## config.mk

```make
export PLATFORM = sky130hd
export DESIGN_NAME = ctrl_pipe
export DESIGN_NICKNAME = d
export VERILOG_FILES = /design/src/rtl/ctrl_pipe.sv
export SDC_FILE = /design/constraint.sdc
export NUM_CORES = 1
export LEC_CHECK = 0
export CORE_UTILIZATION = 48
export CTS_CLUSTER_SIZE = 28
export DETAILED_ROUTE_END_ITERATION = 10
export GPL_TIMING_DRIVEN = 0
export PLACE_DENSITY = 0.9
export SLEW_MARGIN = 20
export SYNTH_ARGS = -nofsm -noshare
export SYNTH_HDL_FRONTEND = slang
export SYNTH_SLANG_ARGS = --single-unit
```

## constraint.sdc

```tcl
create_clock -name clk -period 4.59 [get_ports clk]
set_clock_uncertainty 0.1 [all_clocks]
set_input_delay 0.918 -clock clk [delete_from_list [all_inputs] [get_ports clk]]
set_output_delay 0.918 -clock clk [all_outputs]
set_load 0.005 [all_outputs]
```

## src/rtl/ctrl_pipe.sv

```systemverilog
// Registered MIPS control decoder with valid/ready handshakes, load-use bubble
// insertion against HAZARD_DEPTH in-flight loads, and an optional trap on illegal words.
module ctrl_pipe #(
   parameter int unsigned HAZARD_DEPTH = 1,
   parameter bit          ILLEGAL_TRAP = 1'b1
) (
   input  logic        clk,
   input  logic        reset,
   input  logic        in_valid,
   output logic        in_ready,
   input  logic [31:0] instr,
   input  logic        flush,
   output logic        out_valid,
   input  logic        out_ready,
   output logic [31:0] out_instr,
   output logic [4:0]  out_rd,
   output logic        out_reg_write,
   output logic        out_mem_read,
   output logic        out_mem_write,
   output logic        out_alu_src,
   output logic        out_jump,
   output logic        out_jal,
   output logic        out_jr,
   output logic [3:0]  out_alu_op,
   output logic [1:0]  out_ext_op,
   output logic [2:0]  out_br,
   output logic        out_illegal,
   output logic [15:0] stall_cnt
);

   localparam logic [3:0] ALU_ADD = 4'd0;
   localparam logic [3:0] ALU_SUB = 4'd1;
   localparam logic [3:0] ALU_OR  = 4'd2;
   localparam logic [3:0] ALU_SRL = 4'd3;
   localparam logic [3:0] ALU_SLL = 4'd4;
   localparam logic [3:0] ALU_SLT = 4'd5;
   localparam logic [3:0] ALU_AND = 4'd6;
   localparam logic [3:0] ALU_XOR = 4'd7;
   localparam logic [3:0] ALU_SRA = 4'd8;

   typedef enum logic {RUN, TRAP} state_t;

   state_t state, state_next;

   logic [5:0] opcode, funct;
   logic [4:0] rs, rt;

   logic       d_legal, d_alu, d_lw, d_sw, d_alu_src, d_jump, d_jal, d_jr;
   logic       d_reg_write, reads_rs, reads_rt;
   logic [3:0] d_alu_op;
   logic [1:0] d_ext_op;
   logic [2:0] d_br;
   logic [4:0] d_rd;

   logic [HAZARD_DEPTH-1:0]      hist_valid;
   logic [HAZARD_DEPTH-1:0][4:0] hist_rd;

   logic hazard, accept, out_free;

   assign opcode = instr[31:26];
   assign funct  = instr[5:0];
   assign rs     = instr[25:21];
   assign rt     = instr[20:16];

   always_comb begin
      d_legal   = 1'b0;
      d_alu     = 1'b0;
      d_lw      = 1'b0;
      d_sw      = 1'b0;
      d_alu_src = 1'b0;
      d_jump    = 1'b0;
      d_jal     = 1'b0;
      d_jr      = 1'b0;
      d_alu_op  = ALU_ADD;
      d_ext_op  = 2'b00;
      d_br      = 3'd0;
      d_rd      = rt;
      reads_rs  = 1'b0;
      reads_rt  = 1'b0;
      case (opcode)
         6'h00: begin
            d_rd     = instr[15:11];
            d_legal  = 1'b1;
            d_alu    = 1'b1;
            reads_rs = 1'b1;
            reads_rt = 1'b1;
            case (funct)
               6'h20, 6'h21: d_alu_op = ALU_ADD;
               6'h22, 6'h23: d_alu_op = ALU_SUB;
               6'h24: d_alu_op = ALU_AND;
               6'h25: d_alu_op = ALU_OR;
               6'h26: d_alu_op = ALU_XOR;
               6'h00: begin d_alu_op = ALU_SLL; reads_rs = 1'b0; end
               6'h02: begin d_alu_op = ALU_SRL; reads_rs = 1'b0; end
               6'h03: begin d_alu_op = ALU_SRA; reads_rs = 1'b0; end
               6'h04: d_alu_op = ALU_SLL;
               6'h06: d_alu_op = ALU_SRL;
               6'h07: d_alu_op = ALU_SRA;
               6'h08: begin
                  d_alu    = 1'b0;
                  reads_rt = 1'b0;
                  d_jr     = 1'b1;
                  d_jump   = 1'b1;
               end
               default: d_legal = 1'b0;
            endcase
         end
         6'h01: if (rt == 5'd1) begin
            d_legal  = 1'b1;
            d_br     = 3'd4;
            d_ext_op = 2'b10;
            reads_rs = 1'b1;
         end
         6'h02: begin d_legal = 1'b1; d_jump = 1'b1; end
         6'h03: begin d_legal = 1'b1; d_jump = 1'b1; d_jal = 1'b1; d_rd = 5'd31; end
         6'h04, 6'h05: begin
            d_legal  = 1'b1;
            d_br     = (opcode == 6'h04) ? 3'd1 : 3'd2;
            d_ext_op = 2'b10;
            d_alu_op = ALU_SUB;
            reads_rs = 1'b1;
            reads_rt = 1'b1;
         end
         6'h07: begin
            d_legal  = 1'b1;
            d_br     = 3'd3;
            d_ext_op = 2'b10;
            reads_rs = 1'b1;
         end
         6'h08, 6'h09, 6'h0A: begin
            d_legal   = 1'b1;
            d_alu     = 1'b1;
            d_alu_src = 1'b1;
            d_ext_op  = 2'b10;
            d_alu_op  = (opcode == 6'h0A) ? ALU_SLT : ALU_ADD;
            reads_rs  = 1'b1;
         end
         6'h0D: begin
            d_legal   = 1'b1;
            d_alu     = 1'b1;
            d_alu_src = 1'b1;
            d_alu_op  = ALU_OR;
            reads_rs  = 1'b1;
         end
         6'h0F: begin
            d_legal   = 1'b1;
            d_alu     = 1'b1;
            d_alu_src = 1'b1;
            d_ext_op  = 2'b01;
            d_alu_op  = ALU_OR;
         end
         6'h23, 6'h2B: begin
            d_legal   = 1'b1;
            d_lw      = (opcode == 6'h23);
            d_sw      = (opcode == 6'h2B);
            d_alu_src = 1'b1;
            d_ext_op  = 2'b10;
            reads_rs  = 1'b1;
            reads_rt  = (opcode == 6'h2B);
         end
         default: ;
      endcase
      // Illegal words leave the decoder as an inert NOP that reads nothing.
      if (!d_legal) begin
         d_alu     = 1'b0;
         d_lw      = 1'b0;
         d_sw      = 1'b0;
         d_alu_src = 1'b0;
         d_jump    = 1'b0;
         d_jal     = 1'b0;
         d_jr      = 1'b0;
         d_alu_op  = ALU_ADD;
         d_ext_op  = 2'b00;
         d_br      = 3'd0;
         d_rd      = 5'd0;
         reads_rs  = 1'b0;
         reads_rt  = 1'b0;
      end
      d_reg_write = (d_alu | d_lw | d_jal) & (d_rd != 5'd0);
   end

   always_comb begin
      hazard = 1'b0;
      for (int unsigned i = 0; i < HAZARD_DEPTH; i++) begin
         if (hist_valid[i] && ((reads_rs && hist_rd[i] == rs) || (reads_rt && hist_rd[i] == rt)))
            hazard = 1'b1;
      end
      // Only a word that could otherwise be taken counts as a stall.
      hazard = hazard & in_valid & (state == RUN) & ~flush;
   end

   assign out_free = ~out_valid | out_ready;
   assign in_ready = ~reset & (state == RUN) & ~flush & ~hazard & out_free;
   assign accept   = in_valid & in_ready;

   always_comb begin
      state_next = state;
      if (flush)
         state_next = RUN;
      else if (state == RUN && accept && !d_legal && ILLEGAL_TRAP)
         state_next = TRAP;
   end

   always_ff @(posedge clk) begin
      if (reset) begin
         state         <= RUN;
         out_valid     <= 1'b0;
         out_instr     <= '0;
         out_rd        <= '0;
         out_reg_write <= 1'b0;
         out_mem_read  <= 1'b0;
         out_mem_write <= 1'b0;
         out_alu_src   <= 1'b0;
         out_jump      <= 1'b0;
         out_jal       <= 1'b0;
         out_jr        <= 1'b0;
         out_alu_op    <= '0;
         out_ext_op    <= '0;
         out_br        <= '0;
         out_illegal   <= 1'b0;
         stall_cnt     <= '0;
         hist_valid    <= '0;
         hist_rd       <= '0;
      end else begin
         state <= state_next;
         if (hazard && stall_cnt != 16'hFFFF)
            stall_cnt <= stall_cnt + 16'd1;
         if (flush) begin
            out_valid  <= 1'b0;
            hist_valid <= '0;
         end else begin
            if (out_free) begin
               out_valid <= accept;
               if (accept) begin
                  out_instr     <= instr;
                  out_rd        <= d_rd;
                  out_reg_write <= d_reg_write;
                  out_mem_read  <= d_lw;
                  out_mem_write <= d_sw;
                  out_alu_src   <= d_alu_src;
                  out_jump      <= d_jump;
                  out_jal       <= d_jal;
                  out_jr        <= d_jr;
                  out_alu_op    <= d_alu_op;
                  out_ext_op    <= d_ext_op;
                  out_br        <= d_br;
                  out_illegal   <= ~d_legal;
               end
            end
            if (out_ready) begin
               for (int unsigned i = 1; i < HAZARD_DEPTH; i++) begin
                  hist_valid[i] <= hist_valid[i-1];
                  hist_rd[i]    <= hist_rd[i-1];
               end
               hist_valid[0] <= accept & d_lw & (d_rd != 5'd0);
               hist_rd[0]    <= d_rd;
            end
         end
      end
   end

endmodule
```

==> metrics list, run 1 <==
* Run status: finished clean
* Fill cell instance count of the final layout: 645
* Global-route wire length before repair: 19.5 mm
* Worst Max-Slew Pin Slew: 0.589 ns
- Across the VDD grid, the largest voltage drop is 0.000162 V.
- At the later pin of the worst-skew pair, clock insertion delay measures 0.35 ns.
- For the worst flop-to-flop path, the logic depth is 10.
- The H-tree was split into 3 levels.
- The sequential cells in the finished layout cover a total of 1560 um2.
- Part of the total power dissipated in sequential elements: 0.493
* Remaining antenna violation count: 0
- Post-synth ARST share: 0
- Post-detailed-routing wire length: 12.3 mm
* DIE WIDTH: 92.0 um
* Primary FF master, synth: dfxtp_1
* Total length of routed met3 wires: 936 um
* Routed wire length on met2: 5.89 mm
- Synth Area per Inst: 8.01 um2
* Unrepaired setup endpoints after global routing: no
- In the routed design, unresolved DRC markers number 0.
* Largest fanout on the critical path: 5
* Number of distinct library cells after synthesis: 56
- Area of the placeable core: 7770 um2
- Clock buffer depth: 2
- Sink Count: a little under 80
- Die Footprint: about 8500 um2
* Count of endpoints failing setup in the final report: 0
* Category of the critical setup timing path: in -> out
- Drt pass-1 iters: 5
* Startpoint kind of the worst setup timing path: input port
- For this run, the total global-route usage over all layers was measured as 0.291.
- Number of core rows: 32
- Number of DRC markers after the initial detailed-route iteration: about 320
- The share of total power dissipated in combinational logic is 0.128.
- Routed length per instance: around 17 um
- After layout, the minimum clock period comes to 4.52 ns.
- The final max-slew violation count was 0.
* Sequential share of the synthesized area: 0.402
* Most area-consuming cells after synthesis: dfxtp_1, a21oi_1, nand3_1
- TritonCTS built the clock tree.
- Summed over all layers, the global routing overflow is 0.
* Required time worst endpoint: roughly 3.6 ns
* CTS Buf Count: 9
* Hold wc startpoint: out_instr[5]
* Number of warnings issued by yosys: 0
- List of most frequent post-synthesis cells: dfxtp_1, a21oi_1, nand3_1, o21ai_0, nor2_1
* Critical R2R Capture: out_instr[23]
- Highest routed metal layer: met4
- The mapped netlist covers 3880 um2.
* Maximum achievable frequency: between 200 and 250 MHz
- During placement, the flow inserted port buffers numbering 106.
- In this run the power density over the cells is 265 nW/um2.
- Post-synthesis register bit count: between 70 and 80
- Design internal power: 1040 uW
- Die extent in y: slightly above 90 um
- In the final layout, the share of cells above drive strength 1 is 0.0954.
- LEAKAGE: roughly 0.0018 uW
- Post-synth top area share: 0.402
* Part of the cycle the worst path needs: 0.985
- Dominant cell by count in the synthesized netlist: dfxtp_1
- Worst R2R Setup Slack: 2.13 ns
- Smallest hold slack: 0.380 ns
- Clock-pin slew was measured on the worst setup and hold paths at 0.08 ns.
- Power dissipated by switching net loads: 374 uW
- STA classifies the critical path endpoint as a primary output.
* Vias in the first global route: between 3000 and 4000
- The initial utilization of the core area, before any placement, comes to 0.500.
- The routed layout has 4242 vias.
- The synthesized design contains 0 enable-type register cells.
- Number of diodes added for antenna fixing: 0
* Area used by multi-input combinational logic: ~2100 um2
- Setup_tns: 0 ns
* Clock network power share: 0.379
* Worst slew margin relative to its limit: 0.608
- Data arrives at the worst endpoint at 3.51 ns.
- Tightest Hold Check Type: reg -> reg
* Clock tree root buffer cell: clkbuf_8
* Switching portion of total power: 0.264
- Layout Nets: 641
- The tool flagged a number of max-cap violations equal to 0.
- M1 wire length: ~5.3 mm
* Hold Path Sink: out_instr[5]
* Detail-routed via count per cell: 5.97
- The worst hold path was traced through 2 stages.
* Pin count of the biggest net entering global routing: 18
- Library cell occupying the most area in the post-synthesis netlist: dfxtp_1
* Layout Area Growth over Synthesis: 37.3%
- Counting every net in the synthesized netlist gives 523.
* Cts hold-fix bufs: 0
- The cell count after synthesis came out at just under 500.
- During I/O placement, the number of pins put on the boundary was about 110.
- RePlAce Congestion: 0.931
- The number of antenna violations at the first check in global routing was 0.
- Hold Fails Final Rpt: 0
- Worst reg2reg path startpoint: hist_rd[3]
- Once detailed placement completed, the half-perimeter wirelength came to around 9 mm.
## placed cells by master (no fill, tap or decap), types with 4 or more instances in the layout
cell / n
nand3_1: 53
clkbuf_8: 10
nand2_1: 16
buf_1: 6
buf_4: 4
nand2b_1: 5
xnor2_1: 4
o21ai_0: 53
xor2_1: 8
or2_2: 4
nor3_1: 15
buf_2: 5
a21oi_1: 66
nor2b_1: 5
o21a_1: 4
clkdlybuf4s50_1: 100
dlymetal6s2s_1: 4
a31o_2: 9
mux2i_1: 6
and3_1: 4
inv_1: 7
nor4_1: 12
clkbuf_1: 25
o31ai_1: 5
nor2_1: 29
or3_1: 11
dfxtp_1: 78
## cell type report
type | count | area share
multi-input combinational | 357 | 0.402
inverter | 7 | 0.00493
tap | 102 | 0.0239
timing repair buffer | 108 | 0.203
clock inverter | 6 | 0.0131
buffer | 42 | 0.0342
clock buffer | 10 | 0.0258
sequential | 78 | 0.293
## worst max-delay path, stage by stage
cell             delay (ns)
clkdlybuf4s50_1        0.50
or4_4                  0.45
or4_4                  0.55
o221a_4                0.18
nand2_2                0.14
o211ai_4               0.11
and2_1                 0.19
clkdlybuf4s50_1        0.45
## per-layer routing
| metal | vias up | track usage |
|---|---|---|
| li1 | 2008 | - |
| met1 | 2009 | 0.383 |
| met2 | 206 | 0.482 |
| met3 | 19 | 0.0481 |
| met4 | 0 | 0.0977 |
| met5 | - | 0 |
## cells by family after synthesis
logic type                 Yosys count  synth area share
xor gates and xnor gates            12            0.0271
adders and majority gates            1           0.00322
buffers and inverters               50            0.0544
DFF                                 78             0.402
muxes                                7            0.0184
and+or+nand+nor                    177             0.248
AOI/OAI and AO/OA                  160             0.247
## sequential cells by signal, summed over array words and instances, names as in the netlist, 2 cells and up
signal	count
out_br	3
out_ext_op	2
hist_rd	5
stall_cnt	16
out_instr	32
out_alu_op	4
out_rd	5
## stage by stage
step	util	setup slack, ns	std cells	cell area, um2	power [uW]
finish	0.687	0.0666	710	5330	1420
global route	0.687	0.0138	710	5330	1470
CTS	0.682	0.00975	710	5300	1410
detailed placement	0.653	-0.695	693	5070	890
global placement	0.653	-0.716	693	5070	887
floorplan	-	0.675	485	3880	796
## worst max path at each step
stage / start / end / slack (ns) / depth (start not counted)
final: instr[29] / in_ready / 0.07 / 8
after global routing: instr[27] / in_ready / 0.01 / 9
after CTS: instr[17] / in_ready / 0.01 / 8
after detailed placement: instr[30] / in_ready / -0.70 / 10
after global placement: instr[30] / in_ready / -0.72 / 10
after floorplan: instr[28] / in_ready / 0.67 / 8
## power groups by stage
stage | clock, uW | combinational [uW] | sequential, uW
floorplan | 0 | 81.6 | 714
global placement | 0 | 174 | 713
detailed placement | 0 | 176 | 714
CTS | 540 | 177 | 698
global route | 572 | 194 | 700
finish | 537 | 181 | 698
## timing repair
item / CTS / global route
pin swaps: 2 / 0
gates cloned: 0 / 0
setup buffers: 2 / 0
endpoints found under the setup margin: 1 / 1
resized for setup: 3 / 10
No activity file was read; power rests on OpenSTA's default activity.
==> run 2, diff against run 1 <==
CORE_UTILIZATION = 43   (was 48)
PLACE_DENSITY = 0.86   (was 0.9)
clock period = 3.72 ns   (was 4.59 ns; I/O delays follow)
==> run 2 against run 1 <==
Sequential power is 23% higher; global-route usage is 2.1 points lower; combinational power is 25% higher; hold slack worse by 0.0091 ns; via count is 2.7% higher; setup slack worse by 0.040 ns; first-iteration DRC count is 12% higher; routed wire length is 4.9% higher; largest cell class unchanged; largest power group unchanged.
==> metrics list, run 2 (synthesized netlist as in run 1, its figures left out) <==
* Area of the placeable core: 8720 um2 (+12%)
- Global-route wire length before repair: 20.4 mm (+4.9%)
- Final worst path period need: around 3.7 ns
* Setup_tns: 0 ns (unchanged)
- CTS Buf Count: 9 (unchanged)
- Power after layout: 1800 uW (+27%)
- Final HPWL DP: 9.36 mm (+2.4%)
- From synthesis to final layout, the design area changed by 40.3%.
- Family of cells with the greatest summed delay on the critical path: simple AND/OR/NAND/NOR gates
- Startpoint kind of the worst setup timing path: input port
* Starting density of the core: 0.445 (-0.0547)
- Largest register FFs: 32 (unchanged)
- Number of core rows: 34 (+6.3%)
- The via count of the first global-routing pass is 4173 (+7.2%).
* Max Transition Viols Final: 0 (unchanged)
- The global-route usage over all layers came to 0.270 (-0.0212).
- The worst endpoint data arrival time came to 2.85 ns (-0.66 ns).
* Number of diodes added for antenna fixing: 0 (unchanged)
* Smallest hold slack: 0.371 ns (-0.00912 ns)
- The power density normalized to cell area came to 330 nW/um2 (+24%).
- Biggest regs: out_instr: 32 flops, stall_cnt: 16 flops
- RePlAce Congestion: 0.946 (+1.7%)
* Number of primary I/O pins: 109 (unchanged)
* Worst Max-Slew Pin Slew: 0.578 ns (-0.0110 ns)
- The worst IR drop on VDD was 0.000175 V (+7.8%).
- The library cell used most frequently in the layout, excluding fill and tap cells, is clkdlybuf4s50_1.
- The total grt overflow is 0 (unchanged).
- Required time worst endpoint: 2.88 ns (-0.69 ns)
- DIE WIDTH: 97.1 um (+5.5%)
* Number of DRC markers after the initial detailed-route iteration: 352 (+12%)
* LEAKAGE: 0.00190 uW (+4.6%)
* CTS tree: yes
- Count of endpoints failing setup in the final report: 0 (unchanged)
- Layout Nets: 653 (+1.9%)
- Clock tree root buffer cell: clkbuf_8
- The peak fanout along the critical path was 5 (unchanged).
- The full die area came to 9420 um2 (+11%).
- Walking the worst path, the cells encountered are buf_2 > or4b_4 > or4_4 > o221a_4 > nand2_4 > o211ai_4 > clkbuf_8 > and2_1 > clkdlybuf4s15_1.
* Max capacitance violation total: 0 (unchanged)
- The number of placed instances, taps included is 699 (+0.87%).
- Most flop-heavy register: out_instr
- The clock-pin transition on the worst setup and hold timing paths came to 0.07 ns (about the same).
* Maximum achievable frequency: 271 MHz
* Crit. End Element: primary output
* Bufs and invs on worst path: 3 (+1)
- Slowest stage delay, CP: 0.53 ns (-0.02 ns)
- Remaining antenna violation count: 0 (unchanged)
- Worst R2R Setup Slack: 1.23 ns (-0.90 ns)
- Part of the cycle the worst path needs: 0.993
- The slowest stage of the critical path belongs to the cell or4b_4.
- Commonest cells after routing, fill and taps aside: clkdlybuf4s50_1, dfxtp_1, a21oi_1, nand3_1, o21ai_0
* Remaining DRCs: 0 (unchanged)
- Hold Fails Final Rpt: 0 (unchanged)
- Antenna violations before repair: 0 (unchanged)
- The wire length after detailed routing was 12.9 mm (+4.9%).
- Category of the critical setup timing path: in -> out
- Total number of vias: 4356 (+2.7%)
* Drt pass-1 iters: 5 (unchanged)
- Fraction of layout cells with a size suffix above 1: 0.126 (+0.0304)
- Sink Count: 78 (unchanged)
* Run status: finished clean
- In this run the worst hold path is classified as reg -> reg.
- Pin count of the biggest net entering global routing: 15 (-3)
- Clock latency reported for the late side of the worst-skew pair: 0.35 ns (about the same)
- Detail-routed via count per cell: 5.98 (+0.15%)
* Clock buffer depth: 2 (unchanged)
- The number of levels in the clock H-tree is 3 (unchanged).
* Port buffer count: 106 (unchanged)
- The average routed wire per standard cell is 17.7 um (+2.3%).
- Worst slew margin relative to its limit: 0.615 (+0.00735)
- Die extent in y: 97.1 um (+5.5%)
* Final cell count without fillers: 728 (+2.5%)
## run 2: changes by cell type in the layout (fill, tap and decap cells not counted), sizes merged
cell,before,now
clkinvlp,3,2
dlymetal6s2s,4,5
clkdlybuf4s15,0,1
inv,8,9
clkinv,1,0
bufinv,1,2
buf,16,35
dlygate4sd2,2,0
clkdlybuf4s50,100,93
## run 2: final timing paths
kind,from,end,cells past startpoint
hold / removal,out_ext_op[0],out_ext_op[0],2
setup reg to reg,hist_rd[3],out_instr[25],10
setup / recovery,instr[18],in_ready,9
hold reg to reg,out_ext_op[0],out_ext_op[0],2
## run 2: repair_timing
item / CTS / global route
pin swaps: 12 / 7
gates resized for setup: 47 / 9
gates cloned: 0 / 0
setup endpoints to repair: 2 / 1
hold buffers: 0 / 0
buffers inserted: 10 / 3
## run 2: layout make-up
type,count,area [um2]
buffer,43,205
clock buffer,10,128
clock inverter,6,92.6
fill,767,3270
inverter,7,26.3
multi-input combinational,357,2160
sequential,78,1560
tap,108,135
timing repair buffer,119,1140
## run 2: per-layer routing
layer / vias up / global-route usage / share of wire
met5: - / 0 / 0
met4: 0 / 0.0873 / 0.022
met3: 30 / 0.0518 / 0.073
met2: 211 / 0.465 / 0.50
met1: 2089 / 0.338 / 0.41
li1: 2026 / - / -
## run 2: worst reg2reg max path, cell delays in order, from the launching register on
cell     delay, ns
dfxtp_1       0.34
xor2_1        0.14
nor3_1        0.20
nand3_1       0.25
o22ai_2       0.25
buf_4         0.18
o211a_1       0.24
buf_4         0.21
buf_4         0.21
o21ai_0       0.11
a21oi_1       0.18
## run 2: metrics by stage
| step | instance area [um2] | worst slack, ns | utilization |
|---|---|---|---|
| floorplan | 3880 | 0.153 | - |
| global placement | 5080 | -1.31 | 0.583 |
| detailed placement | 5080 | -1.31 | 0.583 |
| CTS | 5400 | 0.0137 | 0.620 |
| global route | 5450 | -0.00445 | 0.625 |
| finish | 5450 | 0.0263 | 0.625 |
## run 2: report_power, final
part           internal (uW)  switching, uW  leakage, uW  total, uW
clock                    383            330     0.000104        712
combinational            103            123      0.00117        226
sequential               852           9.35     0.000631        861
total                   1340            462      0.00190       1800
